**src/rtl/ifu_fetch.sv**
```systemverilog
// Instruction fetch unit: one outstanding imem read, valid/ready hold toward decode,
// PC redirects with in-flight response squashing, and halt after a consumed ebreak.
module ifu_fetch #(
  parameter int unsigned      XLEN     = 64,
  parameter logic [XLEN-1:0] RESET_PC = 64'h0000000080000000
) (
  input  logic            clock,
  input  logic            reset,
  output logic            io_imem_req_valid,
  input  logic            io_imem_req_ready,
  output logic [XLEN-1:0] io_imem_req_addr,
  input  logic            io_imem_resp_valid,
  input  logic [31:0]     io_imem_resp_data,
  input  logic            io_redirect_valid,
  input  logic [XLEN-1:0] io_redirect_pc,
  output logic            io_out_valid,
  input  logic            io_out_ready,
  output logic [31:0]     io_out_inst,
  output logic [XLEN-1:0] io_out_pc,
  output logic            io_halted
);

  localparam logic [31:0] EBREAK = 32'h00100073;

  typedef enum logic [2:0] {StIdle, StReq, StWait, StHold, StHalt} state_e;

  state_e          state_q, state_d;
  logic [XLEN-1:0] pc_q, pc_d;
  logic [XLEN-1:0] pc_r_q, pc_r_d;
  logic [31:0]     inst_q, inst_d;
  logic            kill_q, kill_d;
  logic [XLEN-1:0] redirect_target;
  logic            unused_redirect_lsb;

  assign redirect_target     = {io_redirect_pc[XLEN-1:2], 2'b00};
  assign unused_redirect_lsb = ^io_redirect_pc[1:0];

  always_ff @(posedge clock or posedge reset) begin
    if (reset) begin
      state_q <= StIdle;
      pc_q    <= RESET_PC;
      pc_r_q  <= '0;
      inst_q  <= '0;
      kill_q  <= 1'b0;
    end else begin
      state_q <= state_d;
      pc_q    <= pc_d;
      pc_r_q  <= pc_r_d;
      inst_q  <= inst_d;
      kill_q  <= kill_d;
    end
  end

  always_comb begin
    state_d = state_q;
    pc_d    = pc_q;
    pc_r_d  = pc_r_q;
    inst_d  = inst_q;
    kill_d  = kill_q;
    unique case (state_q)
      StIdle: begin
        state_d = StReq;
        if (io_redirect_valid) pc_d = redirect_target;
      end
      StReq: begin
        if (io_redirect_valid) pc_d = redirect_target;
        // A redirect coinciding with acceptance leaves a stale-address read in flight.
        if (io_imem_req_ready) begin
          state_d = StWait;
          kill_d  = io_redirect_valid;
        end
      end
      StWait: begin
        if (io_redirect_valid) begin
          pc_d   = redirect_target;
          kill_d = 1'b1;
        end
        if (io_imem_resp_valid) begin
          if (kill_q || io_redirect_valid) begin
            kill_d  = 1'b0;
            state_d = StReq;
          end else begin
            inst_d  = io_imem_resp_data;
            pc_r_d  = pc_q;
            state_d = StHold;
          end
        end
      end
      StHold: begin
        // Redirect wins over both the sequential pc+4 and an ebreak halt.
        if (io_redirect_valid) begin
          pc_d    = redirect_target;
          state_d = StReq;
        end else if (io_out_ready) begin
          if (inst_q == EBREAK) begin
            state_d = StHalt;
          end else begin
            pc_d    = pc_q + XLEN'(4);
            state_d = StReq;
          end
        end
      end
      StHalt: ;
      default: state_d = StIdle;
    endcase
  end

  assign io_imem_req_valid = (state_q == StReq);
  assign io_imem_req_addr  = {pc_q[XLEN-1:2], 2'b00};
  assign io_out_valid      = (state_q == StHold);
  assign io_out_inst       = inst_q;
  assign io_out_pc         = pc_r_q;
  assign io_halted         = (state_q == StHalt);

endmodule

```
**config.mk**
```make
export PLATFORM = sky130hd
export DESIGN_NAME = ifu_fetch
export DESIGN_NICKNAME = d
export VERILOG_FILES = /design/src/rtl/ifu_fetch.sv
export SDC_FILE = /design/constraint.sdc
export NUM_CORES = 1
export LEC_CHECK = 0
export BUFFER_PORTS_ARGS = -buffer_cell sky130_fd_sc_hd__buf_2
export CAP_MARGIN = 20
export CELL_PAD_IN_SITES_DETAIL_PLACEMENT = 0
export CELL_PAD_IN_SITES_GLOBAL_PLACEMENT = 1
export CORE_MARGIN = 5
export CORE_UTILIZATION = 39
export DETAILED_ROUTE_END_ITERATION = 7
export PLACE_DENSITY_LB_ADDON = 0.12
export SLEW_MARGIN = 20
export SYNTH_ARGS = -nofsm -noshare
export SYNTH_HDL_FRONTEND = slang
export SYNTH_SLANG_ARGS = --single-unit
```
**constraint.sdc**
```tcl
create_clock -name clock -period 7.72 [get_ports clock]
set_input_delay 1.93 -clock clock [delete_from_list [all_inputs] [get_ports clock]]
set_output_delay 1.93 -clock clock [all_outputs]
set_load 0.05 [all_outputs]
```
==> results of run 1 <==
-- metal layers --
metal  part of all wire  GRT usage  up-vias
met2               0.47      0.318      186
met5            0.00086          0        -
met1               0.46      0.283     3504
met3              0.062     0.0554       14
li1                   -          -     3343
met4             0.0077     0.0479        4
-- cell usage after synthesis (4+ instances only) --
cell type / instances / area [sq um]
o22a_1: 11 / 96.3
a31oi_1: 12 / 75.1
buf_6: 7 / 78.8
a21oi_1: 66 / 330
and4_1: 7 / 61.3
inv_1: 8 / 30.0
dfrtp_1: 159 / 3980
buf_2: 11 / 55.1
buf_4: 6 / 45.0
o22ai_1: 20 / 125
and3_1: 15 / 93.8
mux2_2: 90 / 1010
nor4_1: 12 / 75.1
o32ai_1: 5 / 43.8
nor2_1: 48 / 180
o31ai_1: 5 / 37.5
and2_1: 6 / 37.5
nand3_1: 36 / 180
a211oi_1: 4 / 30.0
nand2_1: 58 / 218
or3_1: 4 / 25.0
a21oi_2: 10 / 87.6
o21a_1: 5 / 37.5
o21ai_0: 44 / 220
clkbuf_1: 31 / 116
nand4_1: 20 / 125
nor3_1: 9 / 45.0
a2bb2oi_1: 17 / 149
-- layout by cell type (no fill, tap or decap), types with 4 or more instances in the layout --
master       n
a2bb2oi_1   17
conb_1       4
dfrtp_1    159
o21a_1       4
a21oi_1     66
and3_1      15
mux2_2      90
nand4_1     20
buf_4        7
nor3_1       9
buf_2      258
o32ai_1      5
o31ai_1      5
and4_1       7
or3_1        4
nor4_1      12
a31oi_1     12
clkbuf_16   17
and2_1       6
a21oi_2     10
o21ai_0     44
nand2_1     58
nor2_1      48
o22ai_1     20
a211oi_1     4
inv_1        7
o22a_1      11
nand3_1     35
-- where the power goes --
| part | internal (mW) | switching, mW | leakage [nW] |
|---|---|---|---|
| logic | 0.668 | 1.88 | 2.30 |
| clock network | 0.516 | 0.368 | 0.287 |
| registers | 1.20 | 0.355 | 1.89 |
| total | 2.39 | 2.60 | 4.48 |
-- layout make-up --
type / count / share of cell area
sequential: 160 / 0.398
multi-input combinational: 548 / 0.370
timing repair buffer: 265 / 0.134
clock buffer: 18 / 0.0427
tap: 270 / 0.0336
clock inverter: 13 / 0.0178
inverter: 8 / 0.00373
antenna: 3 / 0.000746
-- path summary, 6_finish.rpt --
check	to	slack, ns
max	pc_q[23]	3.96
min	io_out_pc[40]	0.48
max reg2reg	pc_q[59]	4.83
min reg2reg	io_out_pc[40]	0.48
max in group asynchronous	pc_q[12]	4.84
min in group asynchronous	io_out_pc[4]	1.67
-- kinds of logic after synthesis --
group | count (synthesis)
AND/OR/NAND/NOR | 234
AO/OA/AOI/OAI | 216
flip-flops | 160
multiplexers | 93
buffers and inverters | 65
adder cells (fa/ha/maj) | 1
other | 1
-- sequential cells by signal, summed over array words and instances, names as in the netlist --
register	flops
io_out_pc	62
state_q	3
io_out_inst	32
kill_q	1
pc_q	62
-- per-stage QoR --
stage	util	std cells
after detailed placement	0.466	1251
after global routing	0.497	1284
final	0.497	1285
after global placement	0.466	1251
after CTS	0.497	1282
after floorplan	-	773
-- worst max-delay path: stages --
cell and delay, ns:
buf_2 0.17, nor3_4 0.18, buf_4 0.49, buf_4 0.71, nand2_1 0.11, o32ai_1 0.27, a21oi_1 0.10
==> run metrics, run 1 <==
FF-to-FF Start pc_q[31]; Post-DP HPWL 17200 microns; Die Span Y 153 microns; RSZ-0062 raised after global routing false; post-synthesis sequential area ratio 0.500; I/O Pins 265; layout filler cell count 1970; initial antenna violation count 4; Netlist cell types 59; Final Skew 0.0159 ns; final hold vios 0; Post-synth EDFFs 0; asr flop ratio synth 1.00; Hold WS 0.481 ns; IO Port Bufs 258; H-tree depth 4; CP startpoint io_redirect_valid; Die Area 23500 sq um; total power 4.99 mW; # DRC 0; area of the multi-input gates 3720 sq um; Placement Cell Area 9440 sq um; Placer Congestion 0.752; clk_lat worst skew 0.43 ns; Worst Hold Path Cells 2; TritonCTS Buffers 17; Fin Setup TNS 0 ns; vias in the first global route 6811; final instance area 10100 sq um; share of layout cells above drive strength 1 0.408; VDD IR max 0.000244 V; Register Area 4010 sq um; number of max-cap violations 0; CP required 7.99 ns; Wirelength per Cell 19.0 microns; nets 1103; Final Critical Period 3.76 ns; worst-margin pin slew 0.940 ns; final setup vio count 0; Simple-Gate Fraction of Synth Area 0.153; largest buffer count on any clock path 2; Initial DRC Count 330; clk slew on worst S/H paths 0.07 ns; Hold Buf Count CTS 0; Syn Inst Count 770; Lkg Pwr 4.48 nW; Vias/cell 5.49; Main synth FF type dfrtp_1; synthesized cell area 8010 sq um; Starting Density 0.396; f_max 0.266 GHz; Compound-Gate Fraction of Synth Area 0.173; Total Routing Usage GR 0.203; crit path kind input pin to register; TritonCTS clock tree built; Adder-Cell Fraction of Synth Area 0.00156; 1st-pass router iterations 5; Critical Path Source Type input pin; largest net degree at the start of global routing 112; R2R depth 6; clock tree sinks 160; Final ANT Viol Nets 0; Arr. time, crit path 4.03 ns; outcome finished, final reports clean; cts repair resizes 0; Setup crit end kind register; via count 7051; die width 153 microns; syn avg cell area 10.4 sq um; core footprint 20200 sq um; Post-CTS Setup Bufs 0; pwr dens 496 nW/um^2; synth warn 0; setup slack at placement 3.56 ns; root buffer cell clkbuf_16; crit share post-route 0.487; # rows 52; Max Slew Vio Count 0; mux cell area share after synthesis 0.130; global route overflow 0; Area Overhead vs Synth 25.5%; first-pass GRT wire length 38500 microns; wirelength, routed 24400 microns; Rel. slew slack 0.368; Hold Crit Start io_out_pc[40]; Min-Delay Path Class register to register; Yosys reg bits 160; Final WS setup 3.96 ns; largest family of logic cells by synthesized area compound AO/OA/AOI/OAI gates; area share of xor/xnor cells in the synthesized design 0; crit-path max FO 78
No activity file was read; power rests on OpenSTA's default activity.
==> run 2, diff against run 1 <==
--- a/config.mk
+++ b/config.mk
@@ -10,7 +10,7 @@
 export CELL_PAD_IN_SITES_DETAIL_PLACEMENT = 0
 export CELL_PAD_IN_SITES_GLOBAL_PLACEMENT = 1
 export CORE_MARGIN = 5
-export CORE_UTILIZATION = 39
+export CORE_UTILIZATION = 35
 export DETAILED_ROUTE_END_ITERATION = 7
 export PLACE_DENSITY_LB_ADDON = 0.12
 export SLEW_MARGIN = 20
==> constraint.sdc (replaced) <==
create_clock -name clock -period 3.4 [get_ports clock]
set_input_delay 0.85 -clock clock [delete_from_list [all_inputs] [get_ports clock]]
set_output_delay 0.85 -clock clock [all_outputs]
set_load 0.05 [all_outputs]
==> run 2 against run 1 <==
  * Wire length is 6.7% higher
  * Final cell count rose by 1.9%
  * Clock skew fell by 0.0034 ns
  * First-iteration DRC count is 10% higher
  * Critical path type is now register to register
  * Largest cell class unchanged
==> run metrics, run 2 (synthesized netlist as in run 1, its figures left out) <==
final setup vio count 0; crit-path max FO 46; Rel. slew slack 0.519; post-layout util 0.452; TritonCTS clock tree built; 1st-pass router iterations 4; H-tree depth 4; Final ANT Viol Nets 0; core footprint 22600 sq um; share of layout cells above drive strength 1 0.415; f_max 0.376 GHz; I/O Pins 265; R2R depth 7; cts repair resizes 0; RSZ-0062 raised after global routing false; crit path kind register to register; Hold WS 0.474 ns; vias in the first global route 7164; pwr dens 1120 nW/um^2; first-pass GRT wire length 41400 microns; Total Routing Usage GR 0.199; VDD IR max 0.000557 V; most common cell after layout, fill and taps aside buf_2; clk slew on worst S/H paths 0.07 ns; outcome finished, final reports clean; Area Overhead vs Synth 27.4%; Post-DP HPWL 18700 microns; wirelength, routed 26100 microns; CP required 3.75 ns; Die Span Y 161 microns; Fin Setup TNS 0 ns; clock tree sinks 160; Final Critical Period 2.66 ns; die width 161 microns; Hold Buf Count CTS 0; final hold vios 0; global route overflow 0; Vias/cell 5.35; most frequent cells in the layout buf_2 (258), dfrtp_1 (159), mux2_2 (90), a21oi_1 (66), nand2_1 (58); TritonCTS Buffers 17; Worst Hold Path Cells 2; Placer Congestion 0.798; worst-margin pin slew 0.714 ns; Lkg Pwr 4.55 nW; Min-Delay Path Class register to register; Max Slew Vio Count 0; IO Port Bufs 258; clk_lat worst skew 0.43 ns; number of max-cap violations 0; # rows 55; Wirelength per Cell 19.9 microns; Starting Density 0.355; Arr. time, crit path 3.01 ns; Die Area 26000 sq um; Setup crit end kind register; largest net degree at the start of global routing 95; # DRC 0; nets 1113; via count 7004; largest buffer count on any clock path 2; initial antenna violation count 4; Final Skew 0.0125 ns; Critical Path Source Type register; root buffer cell clkbuf_16; crit share post-route 0.782; Initial DRC Count 363; Post-CTS Setup Bufs 0
## run 2: cell count changes in the layout (fill, tap and decap cells not counted), moves of 2 or more
cell,change
buf_12,+6
buf_4,+4
diode_2,-2
inv_6,+4
## run 2: final timing paths
kind / start / endpoint / slack, ns
max in group asynchronous: reset / pc_q[31] / 2.37
hold / removal: io_out_pc[60] / io_out_pc[60] / 0.47
setup reg to reg: io_out_inst[3] / pc_q[31] / 0.74
hold reg to reg: io_out_pc[60] / io_out_pc[60] / 0.47
setup / recovery: io_out_inst[3] / pc_q[31] / 0.74
min in group asynchronous: reset / pc_q[3] / 0.53
## run 2: cell type report
type	instances	area (sq um)
inverters	8	33.8
well taps	285	357
clock buffers	17	425
repair buffers	275	1490
diodes	1	2.50
flip-flops and latches	160	4010
multi-input cells	548	3720
clock inverters	15	174
fillers	2241	12400
## run 2: through the flow
stage / power [mW] / worst slack [ns] / cells / instance area, sq um
CTS: 11.6 / 0.708 / 1308 / 10200
floorplan: 7.93 / 0.522 / 773 / 8030
finish: 11.4 / 0.742 / 1309 / 10200
global route: 12.0 / 0.629 / 1309 / 10200
global placement: 9.46 / 0.500 / 1276 / 9610
detailed placement: 9.51 / 0.481 / 1276 / 9610
## run 2: layer usage
layer	part of all wire	GRT usage	routed length (microns)
met5	0.0016	0	41
met4	0.016	0.0589	411
met3	0.064	0.0582	1660
met2	0.46	0.308	12000
met1	0.46	0.274	12000
## run 2: worst max-delay path, cell delays in order, from the launching register on
cell      delay [ns]
dfrtp_1         0.39
nand4b_1        0.16
or4_1           0.48
or4_4           0.56
o21a_2          0.38
buf_12          0.25
o21a_1          0.14
o22a_1          0.17
## run 2: where the power goes
part / switching, mW / internal (mW) / total (mW)
Combinational: 4.33 / 1.57 / 5.90
Clock: 0.894 / 1.11 / 2.01
Sequential: 0.790 / 2.73 / 3.52
